==> config.mk <==
export PLATFORM = sky130hd
export DESIGN_NAME = serial_frame_tx
export DESIGN_NICKNAME = d
export VERILOG_FILES = /design/src/rtl/serial_frame_tx.sv
export SDC_FILE = /design/constraint.sdc
export NUM_CORES = 1
export LEC_CHECK = 0
export CELL_PAD_IN_SITES_DETAIL_PLACEMENT = 2
export CELL_PAD_IN_SITES_GLOBAL_PLACEMENT = 2
export CORE_UTILIZATION = 34
export DETAILED_ROUTE_END_ITERATION = 8
export PLACE_DENSITY = 0.79
export SLEW_MARGIN = 0
export SYNTH_ARGS = -nofsm -noshare
export SYNTH_HDL_FRONTEND = slang
export SYNTH_SLANG_ARGS = --single-unit
==> constraint.sdc <==
create_clock -name clk -period 1.86 [get_ports clk]
set_input_delay 0.186 -clock clk [delete_from_list [all_inputs] [get_ports clk]]
set_output_delay 0.186 -clock clk [all_outputs]
set_load 0.02 [all_outputs]
==> src/rtl/serial_frame_tx.sv <==
// rtl/serial_frame_tx.sv - framed serial transmitter: start, WIDTH data bits, optional even parity, stop.
// Optional parity bit is compiled in when PARITY_EN is defined.
module serial_frame_tx #(
    parameter int WIDTH      = 4,
    parameter int BIT_CYCLES = 2
) (
    input  logic             clk,
    input  logic             rst,
    input  logic [WIDTH-1:0] din,
    input  logic             din_valid,
    output logic             din_ready,
    input  logic             msb_first,
    output logic             tx_out,
    output logic             busy,
    output logic             done
);

    localparam int CW = $clog2(BIT_CYCLES + 1);
    localparam int BW = $clog2(WIDTH + 1);
    localparam logic [CW-1:0] LAST_CYC = CW'(BIT_CYCLES - 1);
    localparam logic [BW-1:0] LAST_BIT = BW'(WIDTH - 1);

    typedef enum logic [2:0] {
        IDLE,
        START,
        DATA,
`ifdef PARITY_EN
        PARITY,
`endif
        STOP
    } state_t;

    state_t           state;
    logic [WIDTH-1:0] shadow;
    logic             order_msb;
    logic [CW-1:0]    cyc;
    logic [BW-1:0]    bit_cnt;
    logic             bit_end;

    assign bit_end   = (cyc == LAST_CYC);
    assign din_ready = (state == IDLE);
    assign busy      = (state != IDLE);

    // Frame bit i of the captured word, in the order latched at accept time.
    function automatic logic bit_of(input logic [BW-1:0] i);
        logic [WIDTH-1:0] lsb_view;
        logic [WIDTH-1:0] msb_view;
        lsb_view = shadow >> i;
        msb_view = shadow << i;
        return order_msb ? msb_view[WIDTH-1] : lsb_view[0];
    endfunction

    always_ff @(posedge clk or posedge rst) begin
        if (rst) begin
            state     <= IDLE;
            tx_out    <= 1'b1;
            done      <= 1'b0;
            shadow    <= '0;
            order_msb <= 1'b0;
            cyc       <= '0;
            bit_cnt   <= '0;
        end else begin
            done <= 1'b0;
            case (state)
                IDLE: begin
                    cyc     <= '0;
                    bit_cnt <= '0;
                    if (din_valid) begin
                        shadow    <= din;
                        order_msb <= msb_first;
                        state     <= START;
                        tx_out    <= 1'b0;
                    end else begin
                        tx_out <= 1'b1;
                    end
                end
                START: begin
                    if (bit_end) begin
                        cyc     <= '0;
                        bit_cnt <= '0;
                        state   <= DATA;
                        tx_out  <= bit_of({BW{1'b0}});
                    end else begin
                        cyc <= cyc + 1'b1;
                    end
                end
                DATA: begin
                    if (bit_end) begin
                        cyc <= '0;
                        if (bit_cnt == LAST_BIT) begin
`ifdef PARITY_EN
                            state  <= PARITY;
                            tx_out <= ^shadow;
`else
                            state  <= STOP;
                            tx_out <= 1'b1;
`endif
                        end else begin
                            bit_cnt <= bit_cnt + 1'b1;
                            tx_out  <= bit_of(bit_cnt + 1'b1);
                        end
                    end else begin
                        cyc <= cyc + 1'b1;
                    end
                end
`ifdef PARITY_EN
                PARITY: begin
                    if (bit_end) begin
                        cyc    <= '0;
                        state  <= STOP;
                        tx_out <= 1'b1;
                    end else begin
                        cyc <= cyc + 1'b1;
                    end
                end
`endif
                STOP: begin
                    if (bit_end) begin
                        cyc    <= '0;
                        state  <= IDLE;
                        done   <= 1'b1;
                        tx_out <= 1'b1;
                    end else begin
                        cyc <= cyc + 1'b1;
                    end
                end
                default: begin
                    state  <= IDLE;
                    tx_out <= 1'b1;
                end
            endcase
        end
    end

endmodule

==> results of run 1 <==
-- cells in the final DEF, fill, tap and decap left out, types with 2 or more instances in the layout --
master           instances
clkdlybuf4s50_1          9
mux2i_1                  3
ha_1                     6
nor2b_1                  3
ha_2                     2
nand2_1                  3
nand3_1                  2
mux2_1                   6
nand2b_1                 2
inv_1                    5
clkbuf_4                 3
nor2_1                   3
nor3_4                   2
a21oi_1                  4
and2_1                   2
dfrtp_1                 13
dlygate4sd2_1            2
buf_4                    2
-- what timing repair did --
item	in CTS	in global routing
resized for setup	3	1
pin swaps	0	0
setup endpoints to repair	2	1
-- where the power goes --
group | internal [uW] | switching, uW
Combinational | 492 | 548
Clock | 119 | 117
Sequential | 442 | 109
-- logic make-up (layout without fill, tap and decap cells) --
| group | Yosys count | count (layout) | synth area share [%] |
|---|---|---|---|
| flops | 14 | 14 | 40.7 |
| buf+inv | 8 | 22 | 5.36 |
| mux | 10 | 10 | 12.6 |
| fa+ha+maj | 8 | 8 | 11.6 |
| simple gates | 24 | 24 | 18.6 |
| compound gates | 14 | 14 | 11.2 |
-- stage by stage --
step           hold WS (ns)  setup slack [ns]  utilization, %  cell area [um2]
2_1_floorplan        0.0745             0.170               -              863
3_3_place_gp          0.466             0.181            43.4              996
3_5_place_dp          0.475             0.108            43.4              996
4_1_cts               0.258            0.0832            44.9             1030
5_1_grt               0.293            0.0204            45.0             1030
6_report              0.236             0.156            45.0             1030
-- final timing paths --
| check | from | end | cells past startpoint |
|---|---|---|---|
| worst min-delay path | rst | order_msb | 2 |
| worst max register to register | state[0] | state[1] | 6 |
| max in group asynchronous | rst | tx_out | 2 |
| worst min register to register | cyc[1] | cyc[1] | 1 |
| worst max-delay path | state[1] | busy | 4 |
| min in group clk | din[2] | shadow[2] | 2 |
-- sequential cells by signal (all words and copies together) (netlist names) --
name	flops
bit_cnt	3
tx_out	1
done	1
shadow	4
order_msb	1
state	2
cyc	2
-- metal layers --
layer,global-route usage (%),vias up,wire length (um)
met1,19.4,303,837
met5,0,-,0
met2,30.4,8,949
met4,9.21,0,33
li1,-,302,-
met3,6.09,4,60
-- area by class of cell --
type	instances	area (um2)	area share, %
multi-input combinational	56	470	45.5
sequential	14	352	34.0
timing repair buffer	13	123	11.9
clock buffer	4	36.3	3.51
tap	28	35.0	3.39
inverter	5	18.8	1.81
-- worst max-delay path: stages, from the launching register on --
cell and delay, ns:
dfrtp_1 0.45, inv_1 0.12, ha_2 0.27, inv_1 0.07, dlygate4sd2_1 0.32
==> summary.md, run 1 <==
| Metric | Value |
|---|---|
| Most frequent cell after synthesis | `dfrtp_1` |
| Post-synthesis area per instance | `11.1 um2` |
| Post-DP HPWL | `1420 um` |
| Number of placed instances, taps included | `116` |
| CP Class | `flop to output port` |
| Worst-path fanout max | `7` |
| Final slew viol count | `0` |
| Area growth syn-to-layout | `19.9%` |
| Share of Yosys cell area claimed by the top area cell type | `37.7%` |
| Total global routing overflow | `0` |
| Hold/Removal Path Class | `input pin to async pin` |
| Vias per cell | `5.14` |
| RSZ-0062 raised after global routing | `no` |
| Startpoint Class | `flop` |
| Initial DRC count | `4` |
| Worst reg2reg setup slack | `0.16 ns` |
| Primary FF master, synth | `dfrtp_1` |
| Port bufs | `11` |
| Period utilisation layout | `91.6%` |
| Gr usage total | `17.9%` |
| Fmax | `587 MHz` |
| Number of synthesized flops with an enable pin | `0` |
| Post-layout nets | `109` |
| Fillcell total | `241` |
| Chip Height | `52.4 um` |
| Sequential element share of the synthesized area | `40.7%` |
| DR DRC count | `0` |
| Clock latency on the worst-skew pair | `0.29 ns` |
| Largest net degree at the start of global routing | `15` |
| Synth Net Count | `94` |
| Layout Skew | `0.000730 ns` |
| Initial Util | `37.6%` |
| Max_cap viols | `0` |
| Antenna Cells | `0` |
| Leak pwr | `0.000452 uW` |
| Final WL | `1880 um` |
| Clock Pin Slew Worst Setup and Hold Paths | `0.10 ns` |
| Maximum VDD drop | `0.918 mV` |
| Post-Syn Instances | `78` |
| Final ANT Viol Nets | `0` |
| Slew margin rel. | `62.5%` |
| Ys Warns | `0` |
| Critical Path AT | `1.52 ns` |
| Setup_tns | `0 ns` |
| Core ar. | `2300 um2` |
| Crit path time final | `1.70 ns` |
| Routed length per placed instance | `15.7 um` |
| I/O pin cnt | `12` |
| Async S/R FF share, synth | `100%` |
| CP Data Required Time | `1.67 ns` |
| Num CTS Buffers | `3` |
| First-pass GRT wire length | `3330 um` |
| CTS sink count | `14` |
| Clk Tree Root Cell | `clkbuf_4` |
| Postcts setup bufs | `0` |
| Commonest cells in the netlist | `13 x dfrtp_1, 8 x ha_1, 6 x mux2_1` |
| Hold-fix buffers at CTS | `0` |
| Die width | `52.4 um` |
| Share of cells above drive strength 1 | `14.1%` |
| Core Rows | `17` |
| CTS Buffer Depth | `2` |
| Number of global-route vias before repair | `717` |
| Yosys reg bits | `14` |
| Cell Area, Synth | `863 um2` |
| Non-Filler Instances | `120` |
| Drt pass-1 iters | `3` |
| Distinct cell type count after synthesis | `34` |
| H-tree Lvls | `1` |
| Leading area contributor after synthesis | `dfrtp_1` |
| Final Wtd Congestion | `0.715` |
| CP endpoint kind | `output port` |
| Pwr dens | `1770 nW/um2` |
| Final Hold Viols | `0` |
| Worst-Margin Slew | `0.561 ns` |
| CTS tree | `yes` |
| Status | `finished, final reports clean` |
| Final setup fails | `0` |
| Initial antenna violation count | `0` |
| Total Power | `1830 uW` |
| Synth top area cells | `dfrtp_1 38%, ha_1 12%, mux2_1 7.8%` |
| Via Count | `617` |
| Die footprint | `2740 um2` |
No activity file was read; power rests on OpenSTA's default activity.
==> inputs of run 2 (changes only) <==
--- a/config.mk
+++ b/config.mk
@@ -7,6 +7,7 @@
 export LEC_CHECK = 0
 export CELL_PAD_IN_SITES_DETAIL_PLACEMENT = 2
 export CELL_PAD_IN_SITES_GLOBAL_PLACEMENT = 2
+export CORE_MARGIN = 1
 export CORE_UTILIZATION = 34
 export DETAILED_ROUTE_END_ITERATION = 8
 export PLACE_DENSITY = 0.79
==> results of run 2 <==
No change in the layout: final DEF, timing and power equal those of run 1.
==> patch (config.mk and constraints of run 2) <==
The 4 states of `state_t` get a one-hot encoding in 4 bits.
--- a/src/rtl/serial_frame_tx.sv
+++ b/src/rtl/serial_frame_tx.sv
@@ -20,14 +20,14 @@
     localparam logic [CW-1:0] LAST_CYC = CW'(BIT_CYCLES - 1);
     localparam logic [BW-1:0] LAST_BIT = BW'(WIDTH - 1);
 
-    typedef enum logic [2:0] {
-        IDLE,
-        START,
-        DATA,
+    typedef enum logic [3:0] {
+        IDLE  = 4'b0001,
+        START = 4'b0010,
+        DATA  = 4'b0100,
 `ifdef PARITY_EN
         PARITY,
 `endif
-        STOP
+        STOP  = 4'b1000
     } state_t;
 
     state_t           state;
Check against the original RTL: same outputs for any inputs over 10 cycles, from zero or initial values and one cycle with rst high; not proved beyond that.
==> patch against run 2 <==
Sequential power grew 6.4%; synthesized area grew 9.1%; setup slack lost 0.039 ns; count of clock-buffer cells in the layout is the same; largest cell class unchanged; power shrank 5.7%; worst hold slack gained 0.020 ns; die area grew 8.8%; design area grew 13%; wire length grew 58%; sequential cell count grew 2; combinational power shrank 15%; final cell count grew 21%; sequential share of layout area grew 0.49 points.
==> patch: results (changes against run 2) <==
- Outcome: completed
- Share of final-layout standard cells stronger than drive strength 1: 22.6% (+8.5 points)
- Number of antenna violations at the first check in global routing: 0 (unchanged)
- Fill cells: 281 (+17%)
- Leakage power of the design: 0.485 nW (+7.1%)
- Final TNS setup: 0 ns (unchanged)
- Root buffer selected by CTS: sky130_fd_sc_hd__clkbuf_4
- M1 GR Usage: 29.5% (+10 points)
- Met2 track demand over resource: 43.0% (+13 points)
- WP data arrival: 1.96 ns (+0.44 ns)
- Top layer reached by signal wires: met4
- Via count of the first global-routing pass: 934 (+30%)
- Number of cells in the design after placement: 141 (+22%)
- All-Layer GR Usage: 24.5% (+6.6 points)
- Number of cells on the worst reg-to-reg path: 6 (unchanged)
- Top post-synthesis cells by area: sky130_fd_sc_hd__dfrtp_1 37%, sky130_fd_sc_hd__mux2_2 6.0%, sky130_fd_sc_hd__dfstp_2 5.6%, sky130_fd_sc_hd__inv_1 3.6%, sky130_fd_sc_hd__a21oi_1 3.2%
- Count of nets after finishing: 126 (+16%)
- Register area share after synthesis: 42.8% (+2.0 points)
- Non-filler instance count after layout: 145 (+21%)
- Count of H-tree levels built during CTS: 1 (unchanged)
- Share of async-settable or async-resettable flops after synthesis: 100% (unchanged)
- Post-DP Area: 1130 µm² (+14%)
- Detailed Routing Iterations Pass 1: 4 (+1)
- Registers with the most flip-flops: shadow x4, state x4, bit_cnt x3
- Crit Path Class: reg2reg
- R2R Setup Slk: 0.12 ns (-0.04 ns)
- Count of routing violations after the opening detailed-route iteration: 17 (+13)
- Synthesized area per cell: 9.92 µm² (-10%)
- HPWL after detailed placement: 2200 µm (+55%)
- Buffer levels on the longest clock path: 2 (unchanged)
- Worst Max-Slew Pin Slew: 0.635 ns (+0.0735 ns)
- Number of clock buffers inserted by TritonCTS: 3 (unchanged)
- Worst path slowest cell: sky130_fd_sc_hd__dfrtp_2
- GRT met3 Usage: 3.61% (-2.5 points)
- Total via count in the routed design: 823 (+33%)
- First-pass GRT wire length: 4890 µm (+47%)
- Count of distinct cell types in the synthesized netlist: 41 (+21%)
- Maximum clock skew at final layout: 0.00701 ns (+0.00628 ns)
- GPL Wtd Cong: 0.787 (+10%)
- Wire length after detailed routing: 2970 µm (+58%)
- Worst reg2reg endpoint: tx_out$_DFFE_PP1P_
- Routed wl met3: 38 µm (-37%)
- Buffers inserted during post-CTS setup optimization: 0 (unchanged)
- Startpoint of the worst-slack reg-to-reg timing path: bit_cnt[0]$_DFFE_PP0P_
- List of most frequent post-synthesis cells: 14 x sky130_fd_sc_hd__dfrtp_1, 9 x sky130_fd_sc_hd__inv_1, 6 x sky130_fd_sc_hd__a21oi_1, 6 x sky130_fd_sc_hd__nor2_1
- Post-Place Setup Slack: 0.102 ns (-0.00525 ns)
- Maximum fanout count along the critical path: 6 (-1)
- M1 WL: 1340 µm (+60%)
- Post-synth net total: 105 (+12%)
- Worst Hold Margin: 0.256 ns (+0.0198 ns)
- Peak ir drop on the vdd network: 801 µV (-13%)
- Largest net degree at the start of global routing: 17 (+2)
- Highest achievable clock rate: 574 MHz (-2.2%)
- Detailed-routed wire length on met2: 1570 µm (+65%)
patch: repair_timing:
action | CTS | global route
setup endpoints to repair | 2 | 4
hold buffers | 0 | 0
resized for setup | 2 | 2
patch: cell type report:
cell class                 instances  area (µm²)  area share (%)
tap                               30        37.5            3.20
timing repair buffer              20         175            14.9
clock buffer                       4        36.3            3.09
multi-input combinational         66         485            41.4
inverter                           9        33.8            2.88
sequential                        16         404            34.5
patch: logic make-up after synthesis:
logic type      share of synthesized area [%]
fa+ha+maj                                2.66
buf+inv                                  6.24
xor+xnor                                0.930
compound gates                           18.3
mux                                      10.8
simple gates                             18.3
flops                                    42.8
patch: where the power goes:
part | internal [mW] | switching [mW]
clock | 0.119 | 0.130
sequential | 0.468 | 0.118
combinational | 0.417 | 0.470
total | 1.00 | 0.718
patch: critical path, delay by kind of cell (launching register included):
family	cells	cell delay [ns]
compound gates	3	0.56
fa+ha+maj	2	0.54
flops	1	0.46
simple gates	1	0.11
